==> src/rtl/conf_int_add_pipe_acc_if.sv <==
// Handshake and data bundle for conf_int_add_pipe_acc.
// The slave modport is the adder's view; the master modport is the view of whatever drives it.
interface conf_int_add_pipe_acc_if #(
  parameter int unsigned DATA_PATH_BITWIDTH = 24,
  parameter int unsigned ACC_BITWIDTH       = 32,
  parameter int unsigned CNT_BITWIDTH       = 8
);
  logic                          in_valid;
  logic                          in_ready;
  logic [DATA_PATH_BITWIDTH-1:0] a;
  logic [DATA_PATH_BITWIDTH-1:0] b;
  logic                          acc__sel;
  logic                          accum_en;
  logic                          acc_clr;
  logic                          out_valid;
  logic                          out_ready;
  logic [ACC_BITWIDTH-1:0]       d;
  logic                          sat_flag;
  logic [CNT_BITWIDTH-1:0]       beat_cnt;

  modport slave (
    input  in_valid, a, b, acc__sel, accum_en, acc_clr, out_ready,
    output in_ready, out_valid, d, sat_flag, beat_cnt
  );

  modport master (
    output in_valid, a, b, acc__sel, accum_en, acc_clr, out_ready,
    input  in_ready, out_valid, d, sat_flag, beat_cnt
  );
endinterface

==> src/rtl/conf_int_add_pipe_acc.sv <==
// Two-stage configurable-precision adder with optional saturating accumulation.
// S1 adds the low half and registers the carry; S2 finishes the add and updates the accumulator.
module conf_int_add_pipe_acc #(
  parameter int unsigned DATA_PATH_BITWIDTH = 24,
  parameter int unsigned APX_DROP_BITS      = 8,
  parameter int unsigned ACC_BITWIDTH       = 32,
  parameter int unsigned CNT_BITWIDTH       = 8
) (
  input  logic                   clk,
  input  logic                   rst,
  conf_int_add_pipe_acc_if.slave io
);
  localparam int unsigned DW = DATA_PATH_BITWIDTH;
  localparam int unsigned H  = DW / 2;
  localparam int unsigned AW = ACC_BITWIDTH;
  localparam int unsigned CW = CNT_BITWIDTH;

  // Built one bit wider so APX_DROP_BITS == DW yields an all-zero mask.
  localparam logic [DW:0]   ONE_SH   = (DW+1)'(1) << APX_DROP_BITS;
  localparam logic [DW-1:0] APX_MASK = ~DW'(ONE_SH - (DW+1)'(1));

  logic          en, accept;
  logic [DW-1:0] mask, am, bm;

  logic          s1_valid_q, s1_valid_d;
  logic [H:0]    lo_sum_q, lo_sum_d;
  logic [H-1:0]  a_hi_q, a_hi_d, b_hi_q, b_hi_d;
  logic          s1_accum_q, s1_accum_d, s1_clr_q, s1_clr_d;

  logic          out_valid_q, out_valid_d;
  logic [AW-1:0] d_q, d_d, acc_q, acc_d;
  logic          sat_q, sat_d;
  logic [CW-1:0] cnt_q, cnt_d;

  logic [H:0]    hi_sum;
  logic [DW:0]   sum;
  logic [AW-1:0] base;
  logic [AW:0]   t;

  always_comb begin
    en     = !out_valid_q || io.out_ready;
    accept = io.in_valid && en;
    mask   = io.acc__sel ? '1 : APX_MASK;
    am     = io.a & mask;
    bm     = io.b & mask;

    s1_valid_d  = s1_valid_q;
    lo_sum_d    = lo_sum_q;
    a_hi_d      = a_hi_q;
    b_hi_d      = b_hi_q;
    s1_accum_d  = s1_accum_q;
    s1_clr_d    = s1_clr_q;
    out_valid_d = out_valid_q;
    d_d         = d_q;
    acc_d       = acc_q;
    sat_d       = sat_q;
    cnt_d       = cnt_q;

    hi_sum = {1'b0, a_hi_q} + {1'b0, b_hi_q} + (H+1)'(lo_sum_q[H]);
    sum    = {hi_sum, lo_sum_q[H-1:0]};
    base   = s1_clr_q ? '0 : acc_q;
    t      = {1'b0, base} + (AW+1)'(sum);

    if (en) begin
      s1_valid_d  = accept;
      out_valid_d = s1_valid_q;
      if (accept) begin
        lo_sum_d   = {1'b0, am[H-1:0]} + {1'b0, bm[H-1:0]};
        a_hi_d     = am[DW-1:H];
        b_hi_d     = bm[DW-1:H];
        s1_accum_d = io.accum_en;
        s1_clr_d   = io.acc_clr;
      end
      // Accumulator state changes only here, so a stalled beat is never counted twice.
      if (s1_valid_q) begin
        if (!s1_accum_q) begin
          d_d = AW'(sum);
        end else begin
          sat_d = s1_clr_q ? 1'b0 : sat_q;
          if (t[AW]) begin
            acc_d = '1;
            sat_d = 1'b1;
          end else begin
            acc_d = t[AW-1:0];
          end
          d_d   = acc_d;
          cnt_d = s1_clr_q ? CW'(1) : ((cnt_q == '1) ? cnt_q : cnt_q + CW'(1));
        end
      end
    end
  end

  always_ff @(posedge clk or negedge rst) begin
    if (!rst) begin
      s1_valid_q  <= 1'b0;
      lo_sum_q    <= '0;
      a_hi_q      <= '0;
      b_hi_q      <= '0;
      s1_accum_q  <= 1'b0;
      s1_clr_q    <= 1'b0;
      out_valid_q <= 1'b0;
      d_q         <= '0;
      acc_q       <= '0;
      sat_q       <= 1'b0;
      cnt_q       <= '0;
    end else begin
      s1_valid_q  <= s1_valid_d;
      lo_sum_q    <= lo_sum_d;
      a_hi_q      <= a_hi_d;
      b_hi_q      <= b_hi_d;
      s1_accum_q  <= s1_accum_d;
      s1_clr_q    <= s1_clr_d;
      out_valid_q <= out_valid_d;
      d_q         <= d_d;
      acc_q       <= acc_d;
      sat_q       <= sat_d;
      cnt_q       <= cnt_d;
    end
  end

  assign io.in_ready  = en;
  assign io.out_valid = out_valid_q;
  assign io.d         = d_q;
  assign io.sat_flag  = sat_q;
  assign io.beat_cnt  = cnt_q;
endmodule

==> src/flat_wrapper.sv <==
// flat-port wrapper written by rule: the top's interface ports become plain ports
module conf_int_add_pipe_acc_flat 
#(
  parameter int unsigned DATA_PATH_BITWIDTH = 24,
  parameter int unsigned APX_DROP_BITS      = 8,
  parameter int unsigned ACC_BITWIDTH       = 32,
  parameter int unsigned CNT_BITWIDTH       = 8
)
  (clk, rst, io_in_valid, io_a, io_b, io_acc__sel, io_accum_en, io_acc_clr, io_out_ready, io_in_ready, io_out_valid, io_d, io_sat_flag, io_beat_cnt);
  conf_int_add_pipe_acc_if #(.DATA_PATH_BITWIDTH(DATA_PATH_BITWIDTH), .ACC_BITWIDTH(ACC_BITWIDTH), .CNT_BITWIDTH(CNT_BITWIDTH)) io_i ();
  input  logic clk;
  input  logic rst;
  input wire logic [$bits(io_i.in_valid)-1:0] io_in_valid;
  input wire logic [$bits(io_i.a)-1:0] io_a;
  input wire logic [$bits(io_i.b)-1:0] io_b;
  input wire logic [$bits(io_i.acc__sel)-1:0] io_acc__sel;
  input wire logic [$bits(io_i.accum_en)-1:0] io_accum_en;
  input wire logic [$bits(io_i.acc_clr)-1:0] io_acc_clr;
  input wire logic [$bits(io_i.out_ready)-1:0] io_out_ready;
  output wire logic [$bits(io_i.in_ready)-1:0] io_in_ready;
  output wire logic [$bits(io_i.out_valid)-1:0] io_out_valid;
  output wire logic [$bits(io_i.d)-1:0] io_d;
  output wire logic [$bits(io_i.sat_flag)-1:0] io_sat_flag;
  output wire logic [$bits(io_i.beat_cnt)-1:0] io_beat_cnt;
  assign io_i.in_valid = io_in_valid;
  assign io_i.a = io_a;
  assign io_i.b = io_b;
  assign io_i.acc__sel = io_acc__sel;
  assign io_i.accum_en = io_accum_en;
  assign io_i.acc_clr = io_acc_clr;
  assign io_i.out_ready = io_out_ready;
  assign io_in_ready = io_i.in_ready;
  assign io_out_valid = io_i.out_valid;
  assign io_d = io_i.d;
  assign io_sat_flag = io_i.sat_flag;
  assign io_beat_cnt = io_i.beat_cnt;
  conf_int_add_pipe_acc #(.DATA_PATH_BITWIDTH(DATA_PATH_BITWIDTH), .APX_DROP_BITS(APX_DROP_BITS), .ACC_BITWIDTH(ACC_BITWIDTH), .CNT_BITWIDTH(CNT_BITWIDTH)) u_core (.clk(clk), .rst(rst), .io(io_i));
endmodule
==> config.mk <==
export PLATFORM = sky130hd
export DESIGN_NAME = conf_int_add_pipe_acc_flat
export DESIGN_NICKNAME = d
export VERILOG_FILES = /design/src/rtl/conf_int_add_pipe_acc_if.sv /design/src/rtl/conf_int_add_pipe_acc.sv /design/src/flat_wrapper.sv
export SDC_FILE = /design/constraint.sdc
export NUM_CORES = 1
export LEC_CHECK = 0
export BUFFER_PORTS_ARGS = -buffer_cell sky130_fd_sc_hd__buf_2
export CAP_MARGIN = 30
export CORE_AREA = 2 2 139 141
export CTS_BUF_LIST = sky130_fd_sc_hd__clkbuf_4 sky130_fd_sc_hd__clkbuf_8 sky130_fd_sc_hd__clkbuf_16
export DETAILED_ROUTE_END_ITERATION = 7
export DIE_AREA = 0 0 141 143
export SYNTH_ARGS = -nofsm -noshare
export SYNTH_HDL_FRONTEND = slang
export SYNTH_SLANG_ARGS = --single-unit
export TNS_END_PERCENT = 30
==> constraint.sdc <==
create_clock -name clk -period 4 [get_ports clk]
set_input_delay 0.2 -clock clk [delete_from_list [all_inputs] [get_ports clk]]
set_output_delay 0.2 -clock clk [all_outputs]
set_load 0.005 [all_outputs]
==> impl_results.md <==
- Max stage delay on crit path: 0.40 ns
- Worst R2R Setup Slack: between 0.02 and 0.03 ns
- Fillers: ~1.7k
- WL/cell: between 10 and 15 um
- Deepest level of the CTS H-tree: 4
- HP Class: in -> reg
- Non-Filler Instances: around 1.2k
- Pin count of the biggest net entering global routing: 66
- Hold Path Stages: 2
- Initial Util: approximately two fifths
- CTS buffer count: 17
- DR vias: around 6.3k
- Cell area after synthesis: 7390 um^2
- Overall Global Routing Usage: 18.6%
- Leakage power: 4.47 nW
- Core Footprint: 18600 um^2
- CTS Sinks: about 110
- Die Ht: between 100 and 150 um
- RePlAce Congestion: about 0.83
- Syn nets: 917
- Worst-margin pin slew: roughly 0.86 ns
- Peak Freq: 252 MHz
- Top_reg_cell synth: dfrtp_1
- Avg Vias per Cell: around 5.2
- Synth area leader: dfrtp_1
- Reg2reg end: u_core.acc_q[31]
- Min-delay src: io_b[19]
- Skew final: about 0.0054 ns
- Antenna violations before repair: 0
- Total gr overflow: 0
- Kind of critical path: reg -> reg
- Dpl hpwl: between 10 and 15 mm
- CP max FO: 5
- Clock Path Buffers: 2
- Worst EP arrival: roughly 4.3 ns
- Reg-to-reg startpoint: u_core.lo_sum_q[12]
- Placement Setup Slack: -0.249 ns
- Fraction of layout instances using a drive strength above 1: around a quarter
- Mapped Cells: 809
- Power per standard cell area: approximately 760 nW/um^2
- Vias in the first global route: 6060
- Status: finished, final reports clean
- Peak VDD IR: around 0.39 mV
- Diodes inserted: 0
- Buffers on Ports: 97
- Worst skew pair latency: ~0.42 ns
- Avg Cell Area, Syn: a little over 9 um^2
- Synth cell types: 65
- Initial DRT Pass Iterations: 4
- Startpoint Class: register
- Ys async rst share: 100%
- Hold EP: u_core.b_hi_q[7]
- Final period utilization: roughly 99%
- First-pass GRT wire length: between 30 and 40 mm
- Area occupied by multi-input gates: ~4500 um^2
- RSZ-0062 raised after global routing: yes
- Inst Count DP: ~1.2k
- Die area: 20200 um^2
- 1st-iter DRT viols: 313
- P&R area growth vs syn: 28.0%
- FP Rows: 50
- Max Cap Viol: 0
- Post-route setup slack: between 0.02 and 0.03 ns
- Top cell type's share of synthesized area: 38.6%
- Worst path cell trace: fa_2 -> inv_2 -> fa_2 -> nor2b_2 -> o21ai_2 -> a21oi_2 -> o41ai_2 -> buf_4 -> o21a_4 -> xnor2_4 -> ha_4 -> buf_6 -> a21o_1 -> a21o_1 -> a21oi_2 -> o211ai_1 -> a41oi_2 -> nand3b_1 -> mux2i_1 -> o221ai_1
- CTS tree: yes
- # DRC: 0
- Worst-path clk slew: about 0.060 ns
- Max-slew violations: 0
- Slew HR: 42.7%
- IO Pins: a little under 100
- Cells on worst reg2reg path: 20
- Hold Fails Final Rpt: 0
- CP Capture Type: register
- Crit path required time: about 4.3 ns
- Synthesis Warnings: 0
- Chip Width: roughly 140 um
- Setup-failing EPs final: 0
- CP max-delay cell: dfrtp_1
- ANT nets after route: 0
- CTS Root Cell: clkbuf_16
- Final #Nets: approximately 1.1k
- Routed WL: about 18 mm
- Yosys reg bits: roughly 110
- Number of flops mapped to enable cells by yosys: 0
- Final min period: a little under 4 ns
- Sequential cell area: 2850 um^2
- Post-synthesis sequential area ratio: 38.6%
- Top cells by area, synth: dfrtp_1 (39%), ha_1 (8.3%), a21oi_1 (4.5%)
[cells by family after synthesis]
group                    after synthesis  share of synthesized area [%]
AND/OR/NAND/NOR                      284                           19.3
flip-flops                           114                           38.6
buffers and inverters                 55                           3.23
multiplexers                          34                           5.08
XOR/XNOR                              44                           5.21
AO/OA/AOI/OAI                        225                           19.2
adder cells (fa/ha/maj)               53                           9.38
[per-stage QoR]
step                      util [%]  hold WS [ns]  setup TNS, ns  instance area (um^2)  total power, mW
after detailed placement      45.4         0.371          -5.97                  8430             5.26
after global placement        45.2         0.377          -4.30                  8400             5.22
final                         50.9        0.0141              0                  9460             7.15
after CTS                     50.2      0.000751              0                  9330             6.98
after floorplan                  -       -0.0956              0                  7390             4.10
after global routing          50.9       0.00221          -2.52                  9460             7.74
[registers in the layout (all words and copies together), names as in the netlist]
signal	cells
u_core.a_hi_q	12
u_core.acc_q	32
u_core.b_hi_q	12
u_core.io.beat_cnt	8
u_core.io.d	32
u_core.io.out_valid	1
u_core.io.sat_flag	1
u_core.lo_sum_q	13
u_core.s1_accum_q	1
u_core.s1_clr_q	1
u_core.s1_valid_q	1
[metal layers]
metal / wire [um] / up-vias / global-route usage [%] / share of wire (%)
li1: - / 3193 / - / -
met1: 8830 / 2975 / 26.2 / 49
met2: 8050 / 123 / 28.6 / 45
met3: 772 / 19 / 4.06 / 4.3
met4: 272 / 0 / 5.79 / 1.5
met5: 0 / - / 0 / 0
[worst max-delay path by stage]
stage                              startpoint                to  slack [ns]  cells past startpoint
after CTS                    u_core.b_hi_q[0]   u_core.io.d[28]        0.01                     21
after global placement       u_core.b_hi_q[0]   u_core.io.d[16]       -0.19                     18
after detailed placement     u_core.b_hi_q[0]    u_core.io.d[2]       -0.25                     19
after floorplan              u_core.b_hi_q[0]    u_core.io.d[5]        0.08                     19
after global routing      u_core.lo_sum_q[12]  u_core.acc_q[31]       -0.20                     20
final                     u_core.lo_sum_q[12]  u_core.acc_q[31]        0.03                     20
[synthesized netlist by cell type, types with 3 or more instances]
| cell | count |
|---|---|
| and3_1 | 9 |
| fa_1 | 4 |
| a21boi_0 | 4 |
| o21a_1 | 6 |
| buf_1 | 4 |
| a21oi_1 | 66 |
| buf_2 | 7 |
| and2_1 | 19 |
| nand3_1 | 12 |
| o211ai_1 | 8 |
| o31ai_1 | 7 |
| inv_1 | 20 |
| nand2b_1 | 15 |
| o21ai_1 | 4 |
| clkbuf_1 | 22 |
| nor2_1 | 76 |
| nor2b_1 | 29 |
| nand4_1 | 9 |
| a31oi_1 | 10 |
| xnor2_1 | 28 |
| a21o_1 | 24 |
| dfrtp_1 | 114 |
| or3_1 | 5 |
| ha_1 | 49 |
| xor2_1 | 16 |
| o21bai_1 | 3 |
| nor2_4 | 7 |
| nor3_1 | 15 |
| o21ai_0 | 60 |
| mux2_2 | 28 |
| nand2_1 | 75 |
| mux2i_1 | 6 |
| o22ai_1 | 9 |
[report_power, final]
group	switching (mW)	internal, mW
clock	0.560	1.06
sequential	0.280	1.55
combinational	1.93	1.77
total	2.77	4.38
[cell usage in the layout (no fill, tap or decap), drive strengths merged, types with 3 or more instances in the layout]
cell / synthesis / final
ha: 49 / 49
and2: 19 / 19
a21boi: 4 / 4
clkinv: 0 / 5
nand2b: 16 / 16
nand3: 12 / 12
a21oi: 66 / 66
o31ai: 7 / 7
fa: 4 / 4
a21o: 24 / 24
nor2b: 29 / 29
bufinv: 0 / 4
nor2: 84 / 84
o21bai: 3 / 3
xor2: 16 / 16
o211ai: 9 / 9
o21ai: 64 / 64
inv: 20 / 21
a2111oi: 3 / 3
a31oi: 10 / 10
dlygate4sd3: 0 / 21
nor3: 16 / 16
dfrtp: 114 / 114
clkinvlp: 0 / 3
clkbuf: 22 / 19
o22ai: 9 / 9
o21a: 6 / 6
xnor2: 28 / 28
or3: 5 / 5
mux2i: 6 / 6
mux2: 28 / 28
nand4: 9 / 9
nand2: 76 / 76
buf: 13 / 153
and3: 9 / 9
[critical path: cells and delay by family (launching register included)]
kind            cells  cell delay [ns]
fa+ha+maj           3             0.84
xor+xnor            1             0.14
compound gates     10             1.61
buf+inv             3             0.36
mux                 1             0.22
flops               1             0.40
simple gates        2             0.23
[what timing repair did]
action / in CTS / in global routing
gates cloned: 0 / 0
endpoints found under the hold margin: 83 / 0
setup buffers: 1 / 4
hold buffers: 21 / 0
resized for setup: 11 / 25
pin swaps: 3 / 20
endpoints found under the setup margin: 62 / 63
[layout make-up]
type | count | area share, %
Sequential cell | 114 | 30.1
Tap cell | 234 | 3.09
Clock inverter | 13 | 1.94
Timing Repair Buffer | 174 | 12.2
Multi-Input combinational cell | 640 | 47.1
Inverter | 20 | 0.793
Clock buffer | 19 | 4.72
Power figures use the tool's default switching activity.
